<file path="src/rtl/calc_pkg.sv">
`default_nettype none
// ============================================================================
// Module      : calc_pkg
// Description : Shared encodings for the calculator operation controller.
// Revision    : 1.0 - initial release
// ============================================================================
package calc_pkg;

  localparam logic [1:0] OP_ADD = 2'b00;
  localparam logic [1:0] OP_SUB = 2'b01;
  localparam logic [1:0] OP_MUL = 2'b10;
  localparam logic [1:0] OP_DIV = 2'b11;

  localparam int ITER = 8;

  typedef enum logic [1:0] {
    ST_IDLE = 2'd0,
    ST_EXEC = 2'd1,
    ST_DONE = 2'd2
  } state_e;

endpackage
`default_nettype wire

</file>
<file path="src/rtl/calc_ctrl_if.sv">
`default_nettype none
// ============================================================================
// Module      : calc_ctrl_if
// Description : Request/response bundle between operand logic and calc_ctrl.
// Revision    : 1.0 - initial release
// ============================================================================
interface calc_ctrl_if #(
  parameter int W = 8
);

  logic           start;
  logic [1:0]     op;
  logic [W-1:0]   a;
  logic [W-1:0]   b;
  logic           busy;
  logic           done;
  logic [2*W-1:0] result;
  logic           overflow;
  logic           div_by_zero;

  modport master (
    output start, op, a, b,
    input  busy, done, result, overflow, div_by_zero
  );

  modport slave (
    input  start, op, a, b,
    output busy, done, result, overflow, div_by_zero
  );

endinterface
`default_nettype wire

</file>
<file path="src/rtl/calc_ctrl_add_sub8.sv">
`default_nettype none
// ============================================================================
// Module      : add_sub8
// Description : Combinational ripple adder/subtractor (a + b, or a + ~b + 1).
// Revision    : 1.0 - initial release
// ============================================================================
module add_sub8 #(
  parameter int W = 8
) (
  input  logic [W-1:0] a_i,
  input  logic [W-1:0] b_i,
  input  logic         sub_i,
  output logic [W-1:0] sum_o,
  output logic         cout_o,
  output logic         overflow_o
);

  logic [W:0]   c;
  logic [W-1:0] bx;

  assign bx   = b_i ^ {W{sub_i}};
  assign c[0] = sub_i;

  generate
    for (genvar i = 0; i < W; i++) begin : g_ripple
      assign sum_o[i] = a_i[i] ^ bx[i] ^ c[i];
      assign c[i+1]   = (a_i[i] & bx[i]) | (c[i] & (a_i[i] ^ bx[i]));
    end
  endgenerate

  assign cout_o     = c[W];
  assign overflow_o = c[W] ^ c[W-1];

endmodule
`default_nettype wire

</file>
<file path="src/rtl/calc_ctrl.sv">
`default_nettype none
// ============================================================================
// Module      : calc_ctrl
// Description : Sequences one shared adder for ADD/SUB (1 pass), MUL/DIV (W passes).
// Revision    : 1.0 - initial release
// ============================================================================
module calc_ctrl #(
  parameter int W = 8
) (
  input  logic        clk,
  input  logic        reset_n,
  calc_ctrl_if.slave  bus
);
  import calc_pkg::*;

  localparam int CNT_W = $clog2(ITER);

  state_e           state_q, state_d;
  logic [1:0]       op_q, op_d;
  logic [W-1:0]     a_q, a_d, b_q, b_d;
  logic [W-1:0]     acc_q, acc_d, lo_q, lo_d;
  logic [CNT_W-1:0] cnt_q, cnt_d;
  logic [2*W-1:0]   res_q, res_d;
  logic             ovf_q, ovf_d, dbz_q, dbz_d;

  logic [W-1:0] add_x, add_y, add_sum;
  logic         add_sub, add_cout, add_ovf;
  logic         last_iter;
  logic [W-1:0] mul_hi, div_part;
  logic         mul_c, div_nob;
  logic [W-1:0] acc_nx, lo_nx;

  add_sub8 #(.W(W)) u_add (
    .a_i        (add_x),
    .b_i        (add_y),
    .sub_i      (add_sub),
    .sum_o      (add_sum),
    .cout_o     (add_cout),
    .overflow_o (add_ovf)
  );

  // Adder operand mux: the one adder serves whichever op is executing.
  always_comb begin
    add_x   = a_q;
    add_y   = b_q;
    add_sub = (op_q == OP_SUB);
    if (op_q == OP_MUL) begin
      add_x   = acc_q;
      add_y   = a_q;
      add_sub = 1'b0;
    end else if (op_q == OP_DIV) begin
      add_x   = div_part;
      add_y   = b_q;
      add_sub = 1'b1;
    end
  end

  assign last_iter = (cnt_q == CNT_W'(ITER - 1));
  assign mul_hi    = lo_q[0] ? add_sum : acc_q;
  assign mul_c     = lo_q[0] & add_cout;
  // Remainder stays below b, so only its bit W-1 can extend the 9-bit compare.
  assign div_part  = {acc_q[W-2:0], lo_q[W-1]};
  assign div_nob   = acc_q[W-1] | add_cout;

  always_comb begin
    acc_nx = {mul_c, mul_hi[W-1:1]};
    lo_nx  = {mul_hi[0], lo_q[W-1:1]};
    if (op_q == OP_DIV) begin
      acc_nx = div_nob ? add_sum : div_part;
      lo_nx  = {lo_q[W-2:0], div_nob};
    end
  end

  always_comb begin
    state_d = state_q;
    op_d    = op_q;
    a_d     = a_q;
    b_d     = b_q;
    acc_d   = acc_q;
    lo_d    = lo_q;
    cnt_d   = cnt_q;
    res_d   = res_q;
    ovf_d   = ovf_q;
    dbz_d   = dbz_q;
    case (state_q)
      ST_IDLE, ST_DONE: begin
        if (bus.start) begin
          state_d = ST_EXEC;
          op_d    = bus.op;
          a_d     = bus.a;
          b_d     = bus.b;
          acc_d   = '0;
          lo_d    = (bus.op == OP_MUL) ? bus.b : bus.a;
          cnt_d   = '0;
          res_d   = '0;
          ovf_d   = 1'b0;
          dbz_d   = 1'b0;
        end else if (state_q == ST_DONE) begin
          state_d = ST_IDLE;
        end
      end
      ST_EXEC: begin
        cnt_d = cnt_q + CNT_W'(1);
        if (op_q == OP_ADD || op_q == OP_SUB) begin
          res_d   = {{W{add_sum[W-1]}}, add_sum};
          ovf_d   = add_ovf;
          state_d = ST_DONE;
        end else if (op_q == OP_DIV && cnt_q == '0 && b_q == '0) begin
          res_d   = {a_q, {W{1'b1}}};
          dbz_d   = 1'b1;
          state_d = ST_DONE;
        end else begin
          acc_d = acc_nx;
          lo_d  = lo_nx;
          if (last_iter) begin
            res_d   = {acc_nx, lo_nx};
            state_d = ST_DONE;
          end
        end
      end
      default: state_d = ST_IDLE;
    endcase
  end

  always_ff @(posedge clk or negedge reset_n) begin
    if (!reset_n) begin
      state_q <= ST_IDLE;
      op_q    <= OP_ADD;
      a_q     <= '0;
      b_q     <= '0;
      acc_q   <= '0;
      lo_q    <= '0;
      cnt_q   <= '0;
      res_q   <= '0;
      ovf_q   <= 1'b0;
      dbz_q   <= 1'b0;
    end else begin
      state_q <= state_d;
      op_q    <= op_d;
      a_q     <= a_d;
      b_q     <= b_d;
      acc_q   <= acc_d;
      lo_q    <= lo_d;
      cnt_q   <= cnt_d;
      res_q   <= res_d;
      ovf_q   <= ovf_d;
      dbz_q   <= dbz_d;
    end
  end

  assign bus.busy        = (state_q == ST_EXEC);
  assign bus.done        = (state_q == ST_DONE);
  assign bus.result      = res_q;
  assign bus.overflow    = ovf_q;
  assign bus.div_by_zero = dbz_q;

endmodule
`default_nettype wire

</file>
<file path="src/flat_wrapper.sv">
// flat-port wrapper written by rule: the top's interface ports become plain ports
module calc_ctrl_flat import calc_pkg::*;
#(
  parameter int W = 8
)
  (clk, reset_n, bus_start, bus_op, bus_a, bus_b, bus_busy, bus_done, bus_result, bus_overflow, bus_div_by_zero);
  calc_ctrl_if #(.W(W)) bus_i ();
  input  logic clk;
  input  logic reset_n;
  input wire logic [$bits(bus_i.start)-1:0] bus_start;
  input wire logic [$bits(bus_i.op)-1:0] bus_op;
  input wire logic [$bits(bus_i.a)-1:0] bus_a;
  input wire logic [$bits(bus_i.b)-1:0] bus_b;
  output wire logic [$bits(bus_i.busy)-1:0] bus_busy;
  output wire logic [$bits(bus_i.done)-1:0] bus_done;
  output wire logic [$bits(bus_i.result)-1:0] bus_result;
  output wire logic [$bits(bus_i.overflow)-1:0] bus_overflow;
  output wire logic [$bits(bus_i.div_by_zero)-1:0] bus_div_by_zero;
  assign bus_i.start = bus_start;
  assign bus_i.op = bus_op;
  assign bus_i.a = bus_a;
  assign bus_i.b = bus_b;
  assign bus_busy = bus_i.busy;
  assign bus_done = bus_i.done;
  assign bus_result = bus_i.result;
  assign bus_overflow = bus_i.overflow;
  assign bus_div_by_zero = bus_i.div_by_zero;
  calc_ctrl #(.W(W)) u_core (.clk(clk), .reset_n(reset_n), .bus(bus_i));
endmodule
</file>
<file path="config.mk">
export PLATFORM = sky130hd
export DESIGN_NAME = calc_ctrl_flat
export DESIGN_NICKNAME = d
export VERILOG_FILES = /design/src/rtl/calc_pkg.sv /design/src/rtl/calc_ctrl_if.sv /design/src/rtl/calc_ctrl_add_sub8.sv /design/src/rtl/calc_ctrl.sv /design/src/flat_wrapper.sv
export SDC_FILE = /design/constraint.sdc
export NUM_CORES = 1
export LEC_CHECK = 0
export BUFFER_PORTS_ARGS = -buffer_cell sky130_fd_sc_hd__buf_2
export CORE_MARGIN = 10
export CORE_UTILIZATION = 53
export CTS_CLUSTER_SIZE = 25
export DETAILED_ROUTE_END_ITERATION = 8
export PLACE_DENSITY = 0.77
export RECOVER_POWER = 25
export SLEW_MARGIN = 10
export SYNTH_ARGS = -nofsm -noshare
export SYNTH_HDL_FRONTEND = slang
export SYNTH_SLANG_ARGS = --single-unit
export TNS_END_PERCENT = 1
</file>
<file path="constraint.sdc">
create_clock -name clk -period 5.1 [get_ports clk]
set_input_delay 1.275 -clock clk [delete_from_list [all_inputs] [get_ports clk]]
set_output_delay 1.275 -clock clk [all_outputs]
set_load 0.1 [all_outputs]
</file>
==> run metrics <==
Initial Util 0.554; NumNets Final 454; Finished Core Util 0.634; Routed WL per cell 19.4 µm; largest net degree at the start of global routing 58; Worst path max stage delay 0.49 ns; CP Launch Point u_core.b_q[1]; Fin Setup TNS 0 ns; Post-Syn Instances 386; port bufs 40; most common cell after layout, fill and taps aside nand2_1; sequential area share after synthesis 0.399; Synth Flop Type dfrtp_1; Worst setup endpoint u_core.bus.result[15]; CP Max Fanout 10; final wirelength 9.81 mm; Worst-Skew Late Latency 0.35 ns; Synth Net Count 417; initial antenna violation count 0; Post-synth ARST share 1.00; Min Hold Slack 0.486 ns; vias per std cell 6.25; # IOs 41; CTS clk-pin slew, worst paths 0.06 ns; routability cong. 0.902; # H-tree levels 3; final hold violation count 0; DRT iter0 DRCs 247; Yosys warning count 0; Worst setup EP type flip-flop; Routed Antenna Nets 0; Via Count 3156; post-synth top area cell dfrtp_1; Hold/Removal Path Class reg -> reg; CP max-delay cell or3b_2; Rel. slew slack -1.05; R2R Path End u_core.bus.result[15]; post-synth top area share 0.399; drt drc 0; Filler cells 564; DP Area 3850 µm²; top post-synthesis cells by area dfrtp_1 40%, mux2i_1 7.6%, nand2_1 6.8%, a211oi_1 4.6%, fa_1 3.9%; startpoint types flip-flop; number of synthesized register bits 57; worst endpoint data arrival time 5.19 ns; clk root buf clkbuf_8; layout cell share with drive strength beyond 1 0.217; RSZ-0062 raised after global routing no; failing checks capacitance limit, slew limit; commonest non-fill, non-tap cells in the layout 65 x nand2_1, 55 x dfrtp_1, 40 x buf_2; Core ar. 6460 µm²; f_max 204 MHz; ant diodes 0; R2R Path Start u_core.b_q[1]; post-synth cell types 46; Total Routing Usage GR 0.198; vias in the first global route 3143; Tmin final 4.91 ns; Final Slew Violations 58; Area Growth Syn to Fin 14.4%; CP Depth 14; Std-Cell Rows 29; crit path kind reg -> reg; chip height 102 µm; final cycle utilization of the critical path 0.962; first-pass GRT wire length 16.1 mm; length in cells of the worst reg-to-reg path 14; CTS Buf Count 9; hpwl dp 7.06 mm; Synth Cell Area 3580 µm²; critical path's top delay family adder cells; WP data required 5.38 ns; TritonCTS clock tree built; Clock Sink Count 57; drt pass-1 iters 5; Slew @ Worst Pin 3.08 ns; Worst path most repeated cell fa_1; crit path cell chain nor2b_1 -> a211oi_1 -> a21oi_1 -> fa_1 -> fa_1 -> fa_1 -> fa_1 -> fa_1 -> fa_1 -> fa_2 -> or3b_2 -> a21oi_1 -> a211o_1 -> a32o_1; Avg Cell Area, Syn 9.27 µm²; hold_buf cts 0; Clock Path Buffers 2; Final setup viols 0; Die X 102 µm; remaining global-route overflow 0; buffers and inverters on the worst path 0; status complete, but fails checks; Post-synth EDFFs 0; skew final 0.00774 ns; Die Area 10400 µm²; Final Instance Area 4090 µm²; Max Cap Viol 1; R2R setup slack 0.19 ns
## area by class of cell
class / instances / area [µm²] / share of cell area
timing repair buffer: 54 / 298 / 0.0728
tap: 77 / 96.3 / 0.0235
multi-input combinational: 296 / 2020 / 0.494
clock inverter: 5 / 77.6 / 0.0190
sequential: 57 / 1430 / 0.349
inverter: 5 / 18.8 / 0.00459
clock buffer: 11 / 151 / 0.0370
## timing repair
item / in CTS / in global routing
gates resized for setup: 1 / 2
pin swaps: 0 / 1
buffers inserted: 0 / 2
setup endpoints to repair: 1 / 8
## cell families (layout without fill, tap and decap cells)
kind of cell               count (synthesis)  in the layout  share of synthesized area
muxes                                     34             34                     0.0976
and+or+nand+nor                          138            138                      0.187
AOI/OAI and AO/OA                        111            111                      0.223
adders and majority gates                 10             10                     0.0497
buffers and inverters                     33             75                     0.0367
xor gates and xnor gates                   3              3                    0.00735
DFF                                       57             57                      0.399
## metal layers
layer  vias up  share of wire  global-route usage  wire (µm)
met5         -              0                   0          0
met4         0          0.031              0.0944        302
met3        28          0.073              0.0533        720
met2       125           0.46               0.300       4550
met1      1535           0.43               0.256       4240
li1       1468              -                   -          -
## through the flow
| step | cells | setup WS [ns] |
|---|---|---|
| detailed placement | 487 | 0.0377 |
| CTS | 503 | 0.103 |
| global route | 505 | 0.0333 |
| finish | 505 | 0.194 |
| floorplan | 386 | 0.0280 |
| global placement | 487 | 0.191 |
## flip-flops by register name, indices dropped and copies added (netlist names)
name and flops:
u_core.b_q 8, u_core.state_q 2, u_core.op_q 2, u_core.a_q 8
u_core.bus.result 16, u_core.bus.overflow 1, u_core.lo_q 8, u_core.acc_q 8
u_core.bus.div_by_zero 1, u_core.cnt_q 3
## cells in the mapped netlist (2+ instances only)
library cell,instances
clkbuf_1,27
a22o_1,2
nand3_1,16
nand2_1,65
o22ai_1,2
a221oi_1,2
o21ai_0,11
o21bai_1,8
o21a_1,6
mux2_2,7
fa_1,7
or3b_2,2
a21oi_2,2
a211oi_1,22
nor2b_1,19
xnor2_1,2
a211o_1,2
a21oi_1,21
o31ai_1,10
a31o_2,6
nor2_1,18
mux2i_1,27
o21ai_1,2
nand2b_1,9
inv_1,4
a32o_1,8
a21o_1,2
dfrtp_1,57
ha_1,3
## how the worst min path moves through the flow
stage	cells after the start	to	slack, ns	from
after detailed placement	1	u_core.bus.result[13]	0.48	u_core.bus.result[13]
after global placement	1	u_core.bus.result[12]	0.47	u_core.bus.result[12]
final	1	u_core.bus.result[13]	0.49	u_core.bus.result[13]
after CTS	1	u_core.bus.result[13]	0.49	u_core.bus.result[13]
after global routing	1	u_core.bus.result[10]	0.52	u_core.bus.result[10]
after floorplan	2	u_core.b_q[6]	0.47	u_core.b_q[6]
Power is not shown: default switching activity piles up to over one toggle a cycle in this logic, so the estimate is an artifact.
